File: config.mk
export PLATFORM = sky130hd
export DESIGN_NAME = warp_launch_ctrl
export DESIGN_NICKNAME = d
export VERILOG_FILES = /design/src/rtl/warp_launch_pkg.sv /design/src/rtl/active_mask_tracker.sv /design/src/rtl/warp_launch_ctrl.sv
export SDC_FILE = /design/constraint.sdc
export NUM_CORES = 1
export LEC_CHECK = 0
export CAP_MARGIN = 20
export CORE_ASPECT_RATIO = 1.1
export CORE_UTILIZATION = 30
export CTS_CLUSTER_SIZE = 20
export DETAILED_ROUTE_END_ITERATION = 12
export PLACE_DENSITY_LB_ADDON = 0.12
export SLEW_MARGIN = 10
export SYNTH_ARGS = -nofsm -noshare
export SYNTH_HDL_FRONTEND = slang
export SYNTH_HIERARCHICAL = 1
export SYNTH_SLANG_ARGS = --single-unit
File: constraint.sdc
create_clock -name clk -period 2.3 [get_ports clk]
set_clock_uncertainty 0.05 [all_clocks]
set_input_delay 0.46 -clock clk [delete_from_list [all_inputs] [get_ports clk]]
set_output_delay 0.46 -clock clk [all_outputs]
set_load 0.005 [all_outputs]
File: src/rtl/warp_launch_pkg.sv
// Shared types and sizing constants for the warp launch controller.
package warp_launch_pkg;

    localparam int NUM_WARPS = 8;
    localparam int WARP_ID_W = 3;
    localparam int NUMW_W    = 4;

    typedef enum logic [1:0] {
        IDLE,
        LAUNCH,
        RUN,
        DONE
    } state_e;

endpackage

File: src/rtl/active_mask_tracker.sv
// Live-warp bitmap: one set port (warp ID) and two clear ports (decode lanes); set beats clear.
module active_mask_tracker
    import warp_launch_pkg::*;
(
    input  logic                 clk,
    input  logic                 rst_n,
    input  logic                 set_en,
    input  logic [WARP_ID_W-1:0] set_id,
    input  logic [NUM_WARPS-1:0] clr0,
    input  logic [NUM_WARPS-1:0] clr1,
    output logic [NUM_WARPS-1:0] mask,
    output logic                 all_zero
);

    logic [NUM_WARPS-1:0] set_oh;

    assign set_oh   = set_en ? (NUM_WARPS'(1) << set_id) : '0;
    assign all_zero = (mask == '0);

    // NOTE: sequential state uses non-blocking (<=) so every flop samples pre-edge values.
    always_ff @(posedge clk or negedge rst_n) begin
        if (!rst_n) begin
            mask <= '0;
        end else begin
            mask <= (mask & ~(clr0 | clr1)) | set_oh;
        end
    end

endmodule

File: src/rtl/warp_launch_ctrl.sv
// Kernel launcher: strobes a starting PC into each requested warp, then waits for all warps to exit.
// Optional RUN-phase watchdog enabled by defining WARP_LAUNCH_WATCHDOG_EN.
module warp_launch_ctrl
    import warp_launch_pkg::*;
#(
    parameter int NUM_WARPS   = 8,
    parameter int PC_W        = 32,
    parameter int WDOG_CYCLES = 65535
) (
    input  logic                 clk,
    input  logic                 rst_n,
    input  logic                 Start_Host_TM,
    input  logic [NUMW_W-1:0]    NumWarps_Host_TM,
    input  logic [PC_W-1:0]      StartingPC_Host_TM,
    input  logic [NUM_WARPS-1:0] Valid_ID0_TM,
    input  logic [NUM_WARPS-1:0] Valid_ID1_TM,
    input  logic                 Exit_ID0_TM,
    input  logic                 Exit_ID1_TM,
    output logic [WARP_ID_W-1:0] WarpID_TM_PC,
    output logic                 UpdatePC_TM_PC,
    output logic [PC_W-1:0]      StartingPC_TM_PC,
    output logic [NUM_WARPS-1:0] ActiveMask_TM,
    output logic                 Busy_TM_Host,
    output logic                 Done_TM_Host,
    output logic                 Err_TM_Host,
    output logic                 Timeout_TM_Host
);

    if (WDOG_CYCLES < 2 || WDOG_CYCLES > 65535) begin : g_bad_wdog
        $error("WDOG_CYCLES must fit the 16-bit watchdog counter");
    end

    state_e               state;
    logic [WARP_ID_W-1:0] counter;
    logic [NUMW_W-1:0]    num_warps_q;
    logic [NUMW_W-1:0]    last_idx;
    logic [PC_W-1:0]      pc_q;
    logic                 start_legal, accept, last_warp, tracking, wdog_fire;
    logic                 set_en, mask_zero;
    logic [WARP_ID_W-1:0] set_id;
    logic [NUM_WARPS-1:0] clr0, clr1;

    assign start_legal = (NumWarps_Host_TM != '0) && (NumWarps_Host_TM <= NUMW_W'(NUM_WARPS));
    assign accept      = (state == IDLE) && Start_Host_TM && start_legal;
    assign last_idx    = num_warps_q - NUMW_W'(1);
    assign last_warp   = (NUMW_W'(counter) == last_idx);
    assign tracking    = (state == LAUNCH) || (state == RUN);

    // Warp 0 is set on the accepting edge so its bit appears alongside its first strobe.
    assign set_en = accept || ((state == LAUNCH) && !last_warp);
    assign set_id = (state == LAUNCH) ? counter + WARP_ID_W'(1) : '0;
    assign clr0   = wdog_fire ? '1 :
                    (tracking ? (Valid_ID0_TM & {NUM_WARPS{Exit_ID0_TM}}) : '0);
    assign clr1   = tracking ? (Valid_ID1_TM & {NUM_WARPS{Exit_ID1_TM}}) : '0;

    active_mask_tracker u_mask (
        .clk      (clk),
        .rst_n    (rst_n),
        .set_en   (set_en),
        .set_id   (set_id),
        .clr0     (clr0),
        .clr1     (clr1),
        .mask     (ActiveMask_TM),
        .all_zero (mask_zero)
    );

    always_ff @(posedge clk or negedge rst_n) begin
        if (!rst_n) begin
            state            <= IDLE;
            counter          <= '0;
            num_warps_q      <= '0;
            pc_q             <= '0;
            WarpID_TM_PC     <= '0;
            UpdatePC_TM_PC   <= 1'b0;
            StartingPC_TM_PC <= '0;
            Busy_TM_Host     <= 1'b0;
            Done_TM_Host     <= 1'b0;
            Err_TM_Host      <= 1'b0;
        end else begin
            // NOTE: pulse outputs default low here, so each branch only names the cycles they fire.
            UpdatePC_TM_PC <= 1'b0;
            Done_TM_Host   <= 1'b0;
            Err_TM_Host    <= 1'b0;
            case (state)
                IDLE: begin
                    if (accept) begin
                        num_warps_q      <= NumWarps_Host_TM;
                        pc_q             <= StartingPC_Host_TM;
                        counter          <= '0;
                        WarpID_TM_PC     <= '0;
                        StartingPC_TM_PC <= StartingPC_Host_TM;
                        UpdatePC_TM_PC   <= 1'b1;
                        Busy_TM_Host     <= 1'b1;
                        state            <= LAUNCH;
                    end else if (Start_Host_TM) begin
                        Err_TM_Host <= 1'b1;
                    end
                end
                LAUNCH: begin
                    if (last_warp) begin
                        state <= RUN;
                    end else begin
                        counter          <= counter + WARP_ID_W'(1);
                        WarpID_TM_PC     <= counter + WARP_ID_W'(1);
                        StartingPC_TM_PC <= pc_q;
                        UpdatePC_TM_PC   <= 1'b1;
                    end
                end
                RUN: begin
                    if (mask_zero || wdog_fire) begin
                        Busy_TM_Host <= 1'b0;
                        Done_TM_Host <= 1'b1;
                        state        <= DONE;
                    end
                end
                DONE:    state <= IDLE;
                default: state <= IDLE;
            endcase
        end
    end

`ifdef WARP_LAUNCH_WATCHDOG_EN
    logic [15:0] wdog_cnt;
    logic        timeout_q;

    // A drained mask takes priority: the kernel finished on its own, so no timeout.
    assign wdog_fire = (state == RUN) && !mask_zero &&
                       (wdog_cnt + 16'd1 == 16'(WDOG_CYCLES));

    always_ff @(posedge clk or negedge rst_n) begin
        if (!rst_n) begin
            wdog_cnt  <= '0;
            timeout_q <= 1'b0;
        end else begin
            if (state == LAUNCH && last_warp) begin
                wdog_cnt <= '0;
            end else if (state == RUN) begin
                wdog_cnt <= wdog_cnt + 16'd1;
            end
            if (wdog_fire) begin
                timeout_q <= 1'b1;
            end else if (accept) begin
                timeout_q <= 1'b0;
            end
        end
    end

    assign Timeout_TM_Host = timeout_q;
`else
    assign wdog_fire       = 1'b0;
    assign Timeout_TM_Host = 1'b0;
`endif

endmodule
==> impl_metrics.toml <==
[run_status]
status = "finished with violations"
violations = "DRC"

[placed_design]
place.gp.congestion = 0.770
place_area_um2 = 5340
port_buffers = 103
dp_cells = 604
post-dp-hpwl_um = 6870

[job]
maxCapViolCount = 0

[sta]
finalCritPeriodShare_pct = 93.7
max_clock_freq_ghz = 0.464
slew_headroom_pct = 64.8
period_minus_slack_ns = 2.15
finalHoldViolCount = 0
worst_pin_slew_ns = 0.528
hold_ws_ns = 0.0466
drv_slew = 0
setup_viol_count_final = 0
finalSetupTns_ns = 0
rsz0062_at_grt = "false"

[global_routing]
grt_pass1_wl_um = 16100
antenna_found_initial = 0
grt_overflow_total = 0
track_usage_pct = 15.5
grt_max_degree = 40
grt_pass1_vias = 3079

[clock_tree]
hold_buffers = 0
htreeDepth = 3
cts_tree = "built"
clock_sinks = 85
cts_buffer_depth = 2
post-cts-setup-buffers = 0
cts-root-buf = "clkbuf_16"
cts_resized = 0
clk_latency_ns = 0.34
numCtsBuffers = 9
path_clk_slew_ns = 0.06

[logic_synthesis]
syn_inst = 335
ys.flop_type = "dfrtp_1"
yosysUniqueCellTypes = 39
synth_edf_count = 0
synth.yosys.warnings = 6
synth_fp_nets = 398
syn_area_per_cell_um2 = 11.7
synth-seq-cells = 85
async_flop_share_pct = 100
syn_area_um2 = 3930
synth_sequential_area_ratio_pct = 54.1

[floorplanning]
dieHeight_um = 122
die_w_um = 111
io_pins = 105
start_util_pct = 30.9
num_rows = 43
dieArea_um2 = 13600
fp.coreArea_um2 = 12700

[detailed_routing]
vias = 3035
drc_errors = 9
drt_first_pass_iters = 8
drtAntennaViolNets = 0
totalWireLength_um = 9890
post_drt_wl_per_cell_um = 16.0
drt-initial-drc-count = 125
vias_per_cell = 4.91

[power_and_ir_drop]
clkPwrFrac_pct = 18.3
p_total_w = 0.00772
sw_frac_of_total_pct = 33.9
switching_power_w = 0.00262
p_leak_nw = 2.40
seq_power_share_pct = 34.3
peakVddDrop_v = 0.000622
power.internal_w = 0.00511
p_per_area_nw_per_um2 = 1370
p_comb_share_pct = 47.5

[setup_path]
path_cells = "inv_1 -> ha_1 -> xnor2_2 -> and4bb_2 -> o21ai_1 -> buf_4 -> a221o_1 -> mux2_2"
worstReg2RegStart = "num_warps_q[0]$_DFFE_PN0P_"
reg2reg_setup_slack_ns = 0.15
slowest_delay_ns = 0.40
crit_type = "reg -> reg"
rr_worst_depth = 8
crit_path_start_kind = "register"
r2r_end = "state[1]$_DFFE_PN0P_"
endpoint_kind = "register"
slowest_stage = "dfrtp_1"
required_ns = 2.47
cp_data_arrival_time_ns = 2.32
crit_fanout = 4

[layout]
layout.cells.non_filler = 618
antenna_cells = 0
nets = 521
final_cell_mix = "clkdlybuf4s50_1, dfrtp_1, a21oi_1"
final_common_cell = "clkdlybuf4s50_1"
finalInstanceArea_um2 = 5630
drive_above_1_share_pct = 18.2
area_growth_pct = 43.3

[worst_hold_path]
hold_path.class = "in -> async"
synthesized netlist by cell type, types with 3 or more instances:
cell      count  area, µm²
a21o_1        4       30.0
a21oi_1      67        335
a32o_1        4       40.0
and2_1        4       25.0
and3_1       16        100
buf_2        10       50.1
buf_4         4       30.0
clkbuf_1      7       26.3
dfrtp_1      85       2130
ha_1          6       75.1
inv_1         8       30.0
mux2_2       34        383
mux2i_1      32        320
nand2_1       5       18.8
nand2b_1      3       18.8
nor2_1       12       45.0
o21ai_0       5       25.0
o32ai_1       3       26.3
xnor2_1       3       26.3
power groups by stage:
stage / registers (W) / logic (W) / clock network, W
3_5_place_dp: 0.00268 / 0.00369 / 0
2_1_floorplan: 0.00261 / 0.00206 / 0
5_1_grt: 0.00274 / 0.00404 / 0.00150
4_1_cts: 0.00265 / 0.00371 / 0.00146
6_report: 0.00265 / 0.00366 / 0.00141
3_3_place_gp: 0.00266 / 0.00364 / 0
final cells by class:
class | count | area, µm²
Tap cell | 157 | 196
Fill cell | 1230 | 7070
Multi-Input combinational cell | 221 | 1690
Inverter | 8 | 30.0
Sequential cell | 85 | 2130
Clock inverter | 2 | 35.0
Timing Repair Buffer | 133 | 1300
Clock buffer | 12 | 246
through the flow:
step | worst slack (ns) | utilization (%)
after floorplan | 0.269 | -
after global placement | -0.103 | 42.1
after detailed placement | -0.171 | 42.1
after CTS | 0.112 | 44.3
after global routing | 0.0606 | 44.3
final | 0.145 | 44.3
registers in the layout, summed over array words and instances, names as in the netlist, 2 cells and up:
signal / flops
counter: 3
state: 2
num_warps_q: 4
pc_q: 32
u_mask/mask: 8
StartingPC_TM_PC: 32
cells by family after synthesis:
logic type | Yosys count | share of synthesized area (%)
AND/OR/NAND/NOR | 50 | 7.52
flip-flops | 85 | 54.1
XOR/XNOR | 4 | 0.892
other | 1 | 0.0954
multiplexers | 67 | 18.2
AO/OA/AOI/OAI | 93 | 13.8
buffers and inverters | 29 | 3.47
adder cells (fa/ha/maj) | 6 | 1.91
per-layer routing:
metal  track usage [%]  part of all wire, %  up-vias
li1                  -                    -     1454
met1              20.0                   46     1504
met2              25.1                   48       65
met3              3.38                  3.7       12
met4              6.84                  1.7        0
met5                 0                    0        -
worst max-delay path: cells and delay by family (launching register included):
kind	cells	cell delay, ns
flip-flops	1	0.40
AO/OA/AOI/OAI	2	0.40
multiplexers	1	0.28
AND/OR/NAND/NOR	1	0.27
buffers and inverters	2	0.23
adder cells (fa/ha/maj)	1	0.23
XOR/XNOR	1	0.19
worst max path at each step:
| stage | from | end | slack (ns) | cells past startpoint |
|---|---|---|---|---|
| after floorplan | state[1]$_DFFE_PN0P_ | u_mask/mask[1]$_DFF_PN0_ | 0.27 | 7 |
| after global routing | num_warps_q[0]$_DFFE_PN0P_ | u_mask/mask[1]$_DFF_PN0_ | 0.06 | 9 |
| final | num_warps_q[0]$_DFFE_PN0P_ | state[1]$_DFFE_PN0P_ | 0.15 | 8 |
| after CTS | num_warps_q[0]$_DFFE_PN0P_ | state[1]$_DFFE_PN0P_ | 0.11 | 8 |
| after detailed placement | NumWarps_Host_TM[1] | StartingPC_TM_PC[2]$_DFFE_PN0P_ | -0.17 | 7 |
| after global placement | NumWarps_Host_TM[1] | pc_q[3]$_DFFE_PN0P_ | -0.10 | 6 |
(Power assumes the default switching activity.)
